File: src/rtl/fpu_issue_ctrl_pkg.sv
// fpu_issue_ctrl_pkg
//   Shared FPU issue definitions: slow-unit op classes, slow FSM states,
//   default unit latencies and the slow-op latency lookup used to load the
//   slow-unit countdown.
package fpu_issue_ctrl_pkg;

  // Slow FPU op class as presented on slow_op / slow_op_out.
  typedef enum logic [1:0] {
    SOP_DIV  = 2'b00,
    SOP_SQRT = 2'b01,
    SOP_FMA  = 2'b10,
    SOP_RSVD = 2'b11   // unused encoding, runs with the FMA latency
  } slow_op_e;

  // Slow FPU occupancy FSM.
  typedef enum logic [1:0] {
    S_IDLE = 2'd0,
    S_BUSY = 2'd1,
    S_WB   = 2'd2
  } slow_state_e;

  // Default latencies in cycles.
  localparam int unsigned DEF_FAST_LAT = 2;
  localparam int unsigned DEF_DIV_LAT  = 10;
  localparam int unsigned DEF_SQRT_LAT = 12;
  localparam int unsigned DEF_FMA_LAT  = 4;

  // Countdown width; every latency must fit below 2**CNT_W.
  localparam int unsigned CNT_W = 8;

  // Countdown start value (latency - 1) for a slow op class.
  // A zero latency is clamped to one so the counter never underflows.
  function automatic logic [CNT_W-1:0] slow_cnt_init(
    input logic [1:0]  op,
    input int unsigned div_lat,
    input int unsigned sqrt_lat,
    input int unsigned fma_lat
  );
    int unsigned lat;
    case (slow_op_e'(op))
      SOP_DIV:  lat = div_lat;
      SOP_SQRT: lat = sqrt_lat;
      default:  lat = fma_lat;
    endcase
    if (lat == 0) lat = 1;
    return CNT_W'(lat - 1);
  endfunction

endpackage

File: src/rtl/fpu_issue_ctrl_fast_tracker.sv
// fpu_fast_tracker
//   FAST_LAT-deep shift register tracking fast-FPU ops in flight. One entry
//   is shifted in every cycle; an entry with in_vld = 1 marks an op that will
//   write the FPU regfile when it reaches the tail, FAST_LAT cycles later.
// Ports:
//   clk, rstn          clock, synchronous active-low reset
//   in_vld, in_rd      entry shifted in this cycle (valid + destination)
//   tail_vld, tail_rd  oldest entry, i.e. the fast writeback due this cycle
module fpu_fast_tracker #(
  parameter int unsigned FAST_LAT = 2
) (
  input  logic       clk,
  input  logic       rstn,
  input  logic       in_vld,
  input  logic [4:0] in_rd,
  output logic       tail_vld,
  output logic [4:0] tail_rd
);

  logic [FAST_LAT-1:0] vld_q, vld_d;
  logic [4:0]          rd_q [FAST_LAT];
  logic [4:0]          rd_d [FAST_LAT];

  always_comb begin
    vld_d[0] = in_vld;
    // Non-writing slots carry rd 0 so the tail is clean when invalid.
    rd_d[0]  = in_vld ? in_rd : 5'd0;
    for (int i = 1; i < int'(FAST_LAT); i++) begin
      vld_d[i] = vld_q[i-1];
      rd_d[i]  = rd_q[i-1];
    end
  end

  always_ff @(posedge clk) begin
    if (!rstn) begin
      vld_q <= '0;
      for (int i = 0; i < int'(FAST_LAT); i++) rd_q[i] <= 5'd0;
    end else begin
      vld_q <= vld_d;
      for (int i = 0; i < int'(FAST_LAT); i++) rd_q[i] <= rd_d[i];
    end
  end

  assign tail_vld = vld_q[FAST_LAT-1];
  assign tail_rd  = rd_q[FAST_LAT-1];

endmodule

File: src/rtl/fpu_issue_ctrl.sv
// fpu_issue_ctrl
//   Issue control for a fast fixed-latency FPU and a single slow FPU
//   (div/sqrt/fma). Tracks the slow unit with an IDLE/BUSY/WB FSM, tracks
//   fast ops with a shift register, generates decode stall for structural
//   and register hazards, and arbitrates the single FPU regfile write port
//   (fast results always win; the slow result waits in WB).
//
// Decode handshake: id_valid is the valid, ~stall is the ready. An op is
//   accepted in a cycle where id_valid = 1, stall = 0 and flush = 0; while
//   stalled, decode holds the op stable. stall is never raised without
//   id_valid, and flush forces stall low and blocks the accept.
//
// Ports:
//   clk, rstn                      clock, synchronous active-low reset
//   id_valid                       decode has an FPU op
//   fast_fpu_dispatch / slow_...   target unit of the op
//   fpu_reg_write                  op writes the FPU regfile
//   slow_op                        slow op class (div/sqrt/fma)
//   rd, rs1, rs2, rs3, rs3_valid   destination and sources
//   flush                          kill the decode op
//   stall                          hold decode
//   slow_start                     one-cycle start pulse to slow unit
//   slow_op_out                    op class latched at slow_start
//   slow_busy                      slow unit occupied (BUSY or WB)
//   wb_en, wb_sel, wb_rd           regfile write: enable, 0 fast/1 slow, addr
module fpu_issue_ctrl
  import fpu_issue_ctrl_pkg::*;
#(
  parameter int unsigned FAST_LAT = DEF_FAST_LAT,
  parameter int unsigned DIV_LAT  = DEF_DIV_LAT,
  parameter int unsigned SQRT_LAT = DEF_SQRT_LAT,
  parameter int unsigned FMA_LAT  = DEF_FMA_LAT
) (
  input  logic       clk,
  input  logic       rstn,
  input  logic       id_valid,
  input  logic       fast_fpu_dispatch,
  input  logic       slow_fpu_dispatch,
  input  logic       fpu_reg_write,
  input  logic [1:0] slow_op,
  input  logic [4:0] rd,
  input  logic [4:0] rs1,
  input  logic [4:0] rs2,
  input  logic [4:0] rs3,
  input  logic       rs3_valid,
  input  logic       flush,
  output logic       stall,
  output logic       slow_start,
  output logic [1:0] slow_op_out,
  output logic       slow_busy,
  output logic       wb_en,
  output logic       wb_sel,
  output logic [4:0] wb_rd
);

  slow_state_e      state_q, state_d;
  logic [CNT_W-1:0] cnt_q, cnt_d;
  logic [1:0]       op_q, op_d;
  logic [4:0]       prd_q, prd_d;   // pending slow destination
  logic             pwr_q, pwr_d;   // pending slow op writes the regfile

  logic             hazard;
  logic             accept;
  logic             fast_push_vld;
  logic             tail_vld;
  logic [4:0]       tail_rd;

  fpu_fast_tracker #(
    .FAST_LAT (FAST_LAT)
  ) u_fast_tracker (
    .clk      (clk),
    .rstn     (rstn),
    .in_vld   (fast_push_vld),
    .in_rd    (rd),
    .tail_vld (tail_vld),
    .tail_rd  (tail_rd)
  );

  always_comb begin
    state_d    = state_q;
    cnt_d      = cnt_q;
    op_d       = op_q;
    prd_d      = prd_q;
    pwr_d      = pwr_q;
    stall      = 1'b0;
    slow_start = 1'b0;
    wb_en      = 1'b0;
    wb_sel     = 1'b0;
    wb_rd      = 5'd0;

    // RAW on any used source or WAW on rd against the outstanding slow op.
    hazard = pwr_q && (state_q != S_IDLE) &&
             ((rs1 == prd_q) || (rs2 == prd_q) ||
              (rs3_valid && (rs3 == prd_q)) || (rd == prd_q));

    // Fast ops are held off while the slow result waits in WB so the fast
    // pipe drains and the slow result gets the port within FAST_LAT cycles.
    if (id_valid && !flush) begin
      stall = (slow_fpu_dispatch && (state_q != S_IDLE)) ||
              (fast_fpu_dispatch && (state_q == S_WB)) ||
              hazard;
    end

    // Nothing issues while reset is asserted, keeping slow_start low.
    accept        = rstn && id_valid && !flush && !stall;
    fast_push_vld = accept && fast_fpu_dispatch && fpu_reg_write;

    if (tail_vld) begin
      wb_en  = 1'b1;
      wb_sel = 1'b0;
      wb_rd  = tail_rd;
    end

    unique case (state_q)
      S_IDLE: begin
        if (accept && slow_fpu_dispatch) begin
          slow_start = 1'b1;
          op_d       = slow_op;
          prd_d      = rd;
          pwr_d      = fpu_reg_write;
          cnt_d      = slow_cnt_init(slow_op, DIV_LAT, SQRT_LAT, FMA_LAT);
          state_d    = S_BUSY;
        end
      end
      S_BUSY: begin
        // Moving to WB as the count reaches zero places the WB cycle exactly
        // <latency> cycles after slow_start.
        cnt_d = (cnt_q == '0) ? '0 : cnt_q - CNT_W'(1);
        if (cnt_q <= CNT_W'(1)) state_d = S_WB;
      end
      S_WB: begin
        if (!tail_vld) begin
          wb_en   = pwr_q;
          wb_sel  = pwr_q;
          wb_rd   = pwr_q ? prd_q : 5'd0;
          state_d = S_IDLE;
        end
      end
      default: state_d = S_IDLE;
    endcase
  end

  always_ff @(posedge clk) begin
    if (!rstn) begin
      state_q <= S_IDLE;
      cnt_q   <= '0;
      op_q    <= 2'd0;
      prd_q   <= 5'd0;
      pwr_q   <= 1'b0;
    end else begin
      state_q <= state_d;
      cnt_q   <= cnt_d;
      op_q    <= op_d;
      prd_q   <= prd_d;
      pwr_q   <= pwr_d;
    end
  end

  assign slow_op_out = op_q;
  assign slow_busy   = (state_q != S_IDLE);

endmodule

File: config.mk
export PLATFORM = sky130hd
export DESIGN_NAME = fpu_issue_ctrl
export DESIGN_NICKNAME = d
export VERILOG_FILES = /design/src/rtl/fpu_issue_ctrl_pkg.sv /design/src/rtl/fpu_issue_ctrl_fast_tracker.sv /design/src/rtl/fpu_issue_ctrl.sv
export SDC_FILE = /design/constraint.sdc
export NUM_CORES = 1
export LEC_CHECK = 0
export ABC_AREA = 1
export CAP_MARGIN = 25
export CORE_MARGIN = 8
export CORE_UTILIZATION = 52
export CTS_CLUSTER_DIAMETER = 120
export DETAILED_ROUTE_END_ITERATION = 10
export MAX_ROUTING_LAYER = met4
export PLACE_DENSITY = 0.91
export SLEW_MARGIN = 25
export SYNTH_ARGS = -nofsm -noshare
export SYNTH_HDL_FRONTEND = slang
export SYNTH_SLANG_ARGS = --single-unit
File: constraint.sdc
create_clock -name clk -period 4.5 [get_ports clk]
set_clock_uncertainty 0.2 [all_clocks]
set_input_delay 0.9 -clock clk [delete_from_list [all_inputs] [get_ports clk]]
set_output_delay 0.9 -clock clk [all_outputs]
set_load 0.1 [all_outputs]
==> flow_summary.json, run 1 <==
{
  "syn-cell-area_um2": 1670,
  "path_clk_slew_ns": 0.08,
  "cp.arrival_ns": 2.54,
  "fillers": 266,
  "finalInstanceArea_um2": 2170,
  "cts_tree": "built",
  "outcome": "finished clean",
  "ys_types": 26,
  "use_met2_pct": 30.2,
  "ir_worst_vdd_mv": 0.155,
  "die_area_um2": 5280,
  "syn_inst": 267,
  "clock.fmax_mhz": 275,
  "layout_common_cells": "85 x nand2_1, 46 x inv_1, 34 x clkdlybuf4s50_1",
  "cts_num_sinks": 30,
  "die_y_um": 72.7,
  "setup_viol": 0,
  "grtUsageMet1_pct": 19.6,
  "final_common_cell": "nand2_1",
  "rsz0062_at_grt": "false",
  "mappedNetlistNets": 300,
  "first_pass_iters": 4,
  "vias": 1726,
  "cp-endpoint": "stall",
  "synthMuxAreaShare_pct": 0,
  "synth.avg_cell_area_um2": 6.26,
  "end_kind": "output port",
  "hold_ws_ns": 0.219,
  "dpl.hpwl_um": 3370,
  "setup_tns_ns": 0,
  "utilization_pct": 71.0,
  "core_area_um2": 3050,
  "vias_per_cell": 4.86,
  "synth-xor-area-share_pct": 3.67,
  "antenna_found_initial": 0,
  "io-pin-count": 42,
  "grt_max_degree": 20,
  "portBuffers": 41,
  "instances_no_fill": 355,
  "postCtsSetupBuffers": 0,
  "numCtsBuffers": 5,
  "drive_gt1_share_pct": 7.07,
  "ant_nets": 0,
  "drc_errors": 0,
  "relSlewSlack_pct": 35.3,
  "die_w_um": 72.7,
  "fin_ws_ns": 0.857,
  "syn2layout_area_growth_pct": 29.7,
  "rrSetupSlack_ns": 2.53,
  "r2r_end": "cnt_q[4]",
  "use_met3_pct": 6.59,
  "cts_buffer_depth": 2,
  "crit-reg2reg-launch": "prd_q[3]",
  "reg2reg_depth": 11,
  "grt_pass1_wl_um": 7370,
  "slew_viol_final": 0,
  "synth_compound_gate_area_share_pct": 11.7,
  "grt_usage_pct": 18.1,
  "min_period_ns": 3.64,
  "seq_area_frac_synth_pct": 36.0,
  "crit_fanout": 3,
  "nNetsFinal": 344,
  "grt-busiest-layer": "met2",
  "place_area_um2": 2120,
  "overflow": 0,
  "yosys_warnings": 0,
  "htree_levels": 2,
  "crit_path_start": "rd[3]",
  "cap_violations": 0,
  "synth_simple_gate_area_share_pct": 32.7,
  "routed_wl_um": 4400,
  "cts_hold_buf": 0,
  "dpl.cell_count": 348,
  "drt_iter0_markers": 88,
  "power_mw": 0.516,
  "p_per_area_nw_per_um2": 238,
  "rows": 20,
  "crit_required_ns": 3.40,
  "worstMarginPinSlew_ns": 0.968,
  "place_ws_ns": 0.864,
  "synth_top_family_by_area": "simple AND/OR/NAND/NOR gates",
  "synth-adder-area-share_pct": 2.25,
  "initial_utilization_pct": 54.7,
  "wl_per_cell_um": 12.4,
  "routabilityCongestion": 0.939,
  "ys_seq_elements": 30,
  "leakage_nw": 1.06,
  "worstSetupStartpointType": "input pin",
  "clk_latency_ns": 0.32,
  "diodes": 0,
  "cts-root-buf": "clkbuf_4",
  "period_share_pct": 80.9,
  "grt_pass1_vias": 1650,
  "finalHoldViolCount": 0,
  "cts_resized": 0,
  "worstSetupPathType": "in -> out",
  "hp-class": "reg -> reg"
}
power breakdown:
part	leakage, nW	switching [mW]	internal [mW]
registers	0.242	0.00425	0.270
logic	0.791	0.0541	0.0474
clock network	0.0254	0.0818	0.0587
layer usage:
layer,wire [um],vias up
met5,0,-
met4,73,0
met3,357,8
met2,2080,54
met1,1890,758
li1,-,906
kinds of logic (layout without fill, tap and decap cells):
family	count (synthesis)	count (layout)
compound gates	36	36
xor+xnor	7	7
fa+ha+maj	3	3
buf+inv	56	100
flops	30	30
simple gates	135	135
state kept, by name, indices dropped and copies added, names as in the netlist:
| signal | flops |
|---|---|
| cnt_q | 8 |
| prd_q | 5 |
| pwr_q | 1 |
| slow_op_out | 2 |
| state_q | 2 |
| u_fast_tracker.rd_q | 10 |
| u_fast_tracker.vld_q | 2 |
final cells by class:
class | instances | area, um^2 | area share (%)
Multi-Input combinational cell | 181 | 850 | 39.2
Clock buffer | 7 | 45.0 | 2.08
Sequential cell | 30 | 601 | 27.7
Tap cell | 44 | 55.1 | 2.54
Timing Repair Buffer | 44 | 428 | 19.7
Inverter | 49 | 189 | 8.72
Yosys cell counts:
library cell / n / area, um^2
nand4_1: 2 / 12.5
a22oi_1: 1 / 7.51
a31oi_1: 1 / 6.26
clkbuf_1: 3 / 11.3
o21bai_1: 1 / 7.51
nor3_1: 5 / 25.0
nand3_1: 13 / 65.1
a2bb2oi_1: 1 / 8.76
clkinv_4: 1 / 8.76
dfxtp_1: 30 / 601
inv_1: 46 / 173
nor2_1: 28 / 105
buf_1: 1 / 3.75
buf_6: 1 / 11.3
and2_1: 1 / 6.26
nand4_2: 1 / 12.5
nand2_1: 85 / 319
buf_4: 2 / 15.0
o22ai_1: 1 / 6.26
ha_1: 3 / 37.5
o21ai_0: 12 / 60.1
inv_2: 2 / 7.51
xnor2_1: 4 / 35.0
xor2_1: 3 / 26.3
a21oi_1: 18 / 90.1
o21ai_2: 1 / 8.76
worst max-delay path: stages:
cell,delay (ns)
clkdlybuf4s50_1,0.51
inv_1,0.06
nand2_1,0.06
nand2_1,0.05
nor2_1,0.16
nand3_1,0.09
nand2_1,0.08
o21ai_2,0.07
and2_1,0.16
nor3_2,0.10
buf_4,0.31
how the worst min path moves through the flow:
stage | startpoint | endpoint | slack [ns] | depth (start not counted)
after floorplan | u_fast_tracker.rd_q[0][0] | u_fast_tracker.rd_q[0][5] | 0.19 | 2
after global placement | u_fast_tracker.rd_q[0][3] | u_fast_tracker.rd_q[0][8] | 0.19 | 2
after detailed placement | u_fast_tracker.rd_q[0][4] | u_fast_tracker.rd_q[0][9] | 0.20 | 2
after CTS | u_fast_tracker.rd_q[0][4] | u_fast_tracker.rd_q[0][9] | 0.22 | 2
after global routing | u_fast_tracker.rd_q[0][2] | u_fast_tracker.rd_q[0][7] | 0.24 | 2
final | u_fast_tracker.rd_q[0][4] | u_fast_tracker.rd_q[0][9] | 0.22 | 2
No activity file was read; power rests on OpenSTA's default activity.
==> inputs of run 2 (changes only) <==
Settings changed: CORE_UTILIZATION 52 to 44, PLACE_DENSITY 0.91 to 0.83.
Clock period 4.5 ns to 3.26 ns, I/O delays scaled along.
==> flow_summary.json, run 2 (same netlist as run 1, synthesis figures left out) <==
{
  "outcome": "finished clean",
  "cp_top_family": "simple AND/OR/NAND/NOR gates",
  "syn2layout_area_growth_pct": 35.4,
  "power.internal_mw": 0.607,
  "rsz0062_at_grt": "false",
  "rows": 22,
  "leakage_nw": 1.13,
  "cp.arrival_ns": 2.25,
  "utilization_pct": 61.8,
  "drive_gt1_share_pct": 11.2,
  "cpPeakStageDelay_ns": 0.48,
  "worstPathCellList": "clkdlybuf4s50_1 -> inv_1 -> nand2_1 -> nand2_1 -> nor2_1 -> nand3_1 -> nand2_1 -> o21ai_2 -> and2_1 -> nor3_4 -> buf_12",
  "min_period_ns": 3.11,
  "largest_reg_flops": 10,
  "grt_pass1_wl_um": 6840,
  "die_y_um": 77.6,
  "p_per_area_nw_per_um2": 368,
  "worstSetupPathType": "in -> out",
  "reg2reg_depth": 12,
  "cp_common_cell": "nand2_1",
  "numCtsBuffers": 5,
  "first_pass_iters": 4,
  "finalHoldViolCount": 0,
  "ant_nets": 0,
  "io-pin-count": 42,
  "die_w_um": 77.6,
  "end_kind": "output port",
  "slew_viol_final": 0,
  "vias_per_cell": 4.64,
  "crit_buf_inv": 3,
  "portBuffers": 41,
  "worstSetupStartpointType": "input pin",
  "period_share_pct": 95.3,
  "ir_worst_vdd_mv": 0.322,
  "cap_violations": 0,
  "cts_buffer_depth": 2,
  "htree_levels": 2,
  "dpl.hpwl_um": 3250,
  "crit_fanout": 2,
  "drc_errors": 0,
  "hp-class": "reg -> reg",
  "dpl.cell_count": 352,
  "instances_no_fill": 360,
  "pwr-share-comb_pct": 16.5,
  "rrSetupSlack_ns": 1.30,
  "path_clk_slew_ns": 0.07,
  "cts_num_sinks": 30,
  "fillers": 330,
  "r2r_end": "cnt_q[0]",
  "routed_wl_um": 4100,
  "setup_viol": 0,
  "crit-reg2reg-launch": "prd_q[1]",
  "die_area_um2": 6020,
  "cts_hold_buf": 0,
  "crit_required_ns": 2.41,
  "relSlewSlack_pct": 70.6,
  "wl_per_cell_um": 11.4,
  "grt_pass1_vias": 1523,
  "worstHoldStart": "u_fast_tracker.rd_q[0][0]",
  "seqPwrFrac_pct": 45.6,
  "overflow": 0,
  "grt_max_degree": 20,
  "switchingPower_mw": 0.224,
  "cts-root-buf": "clkbuf_8",
  "hold_end": "u_fast_tracker.rd_q[0][5]",
  "worstMarginPinSlew_ns": 0.440,
  "clkPwrFrac_pct": 37.8,
  "diodes": 0,
  "routabilityCongestion": 0.896,
  "grt_usage_pct": 14.4,
  "switching_share_pct": 26.9,
  "drt_iter0_markers": 121,
  "initial_utilization_pct": 45.6,
  "slowest_stage": "clkdlybuf4s50_1",
  "hold_depth": 2,
  "nNetsFinal": 344,
  "top_regs": "u_fast_tracker.rd_q x10, cnt_q x8, prd_q x5",
  "vias": 1671,
  "cts_tree": "built",
  "final_common_cell": "nand2_1",
  "largest-register": "u_fast_tracker.rd_q",
  "core_area_um2": 3660,
  "power_mw": 0.831,
  "layout_common_cells": "85 x nand2_1, 46 x inv_1, 30 x dfxtp_1",
  "clock.fmax_mhz": 322,
  "antenna_found_initial": 0,
  "clk_latency_ns": 0.29
}
## run 2: cell count changes in the layout (fill, tap and decap cells not counted), sizes merged
cell,before,now
dlymetal6s2s,0,3
clkinv,1,2
clkbuf,7,6
clkdlybuf4s50,34,26
buf,10,15
clkinvlp,0,1
## run 2: worst max path at each step
stage               endpoint        from  depth (start not counted)
finish                 stall      rs3[4]                         11
global route           stall       rd[0]                         11
CTS                    stall      rs3[4]                         11
detailed placement     stall       rd[3]                         11
global placement       stall       rd[3]                         11
floorplan           wb_rd[0]  state_q[1]                          6
## run 2: layout make-up
cell class / instances / area (um^2) / area share [%]
inverter: 49 / 189 / 8.36
timing repair buffer: 44 / 435 / 19.3
clock inverter: 2 / 12.5 / 0.553
tap: 48 / 60.1 / 2.66
clock buffer: 6 / 82.6 / 3.65
multi-input combinational: 181 / 881 / 39.0
sequential: 30 / 601 / 26.6
## run 2: per-layer routing
layer	track usage [%]	part of all wire (%)	vias to the layer above	wire length, um
met2	22.8	50	31	2030
met1	16.2	44	734	1800
li1	-	-	902	-
met4	5.47	1.4	0	57
met3	5.41	4.9	4	202
met5	-	0	-	0
## run 2: per-stage QoR
stage,worst slack (ns),setup TNS (ns),hold slack [ns],cell area (um^2)
floorplan,-0.143,-0.717,0.190,1710
global placement,0.234,0,0.194,2160
detailed placement,0.213,0,0.199,2160
CTS,0.207,0,0.215,2250
global route,0.0198,0,0.232,2260
finish,0.154,0,0.214,2260
## run 2: worst reg2reg max path, delay by kind of cell, from the launching register on
| kind | cells | cell delay, ns |
|---|---|---|
| compound gates | 1 | 0.07 |
| buf+inv | 3 | 0.44 |
| flops | 1 | 0.43 |
| simple gates | 8 | 0.73 |
## run 2: power by group through the flow
stage          Sequential, mW  Clock [mW]  Combinational (mW)
5_1_grt                 0.380       0.337               0.153
2_1_floorplan           0.389           0              0.0775
3_5_place_dp            0.387           0               0.138
4_1_cts                 0.379       0.325               0.139
3_3_place_gp            0.387           0               0.136
6_report                0.379       0.315               0.137
## run 2: repair_timing
action                                  4_1_cts  5_1_grt
endpoints found under the setup margin        0        1
resized for setup                             0        3
buffers inserted                              0        0
hold endpoints to repair                      0        0
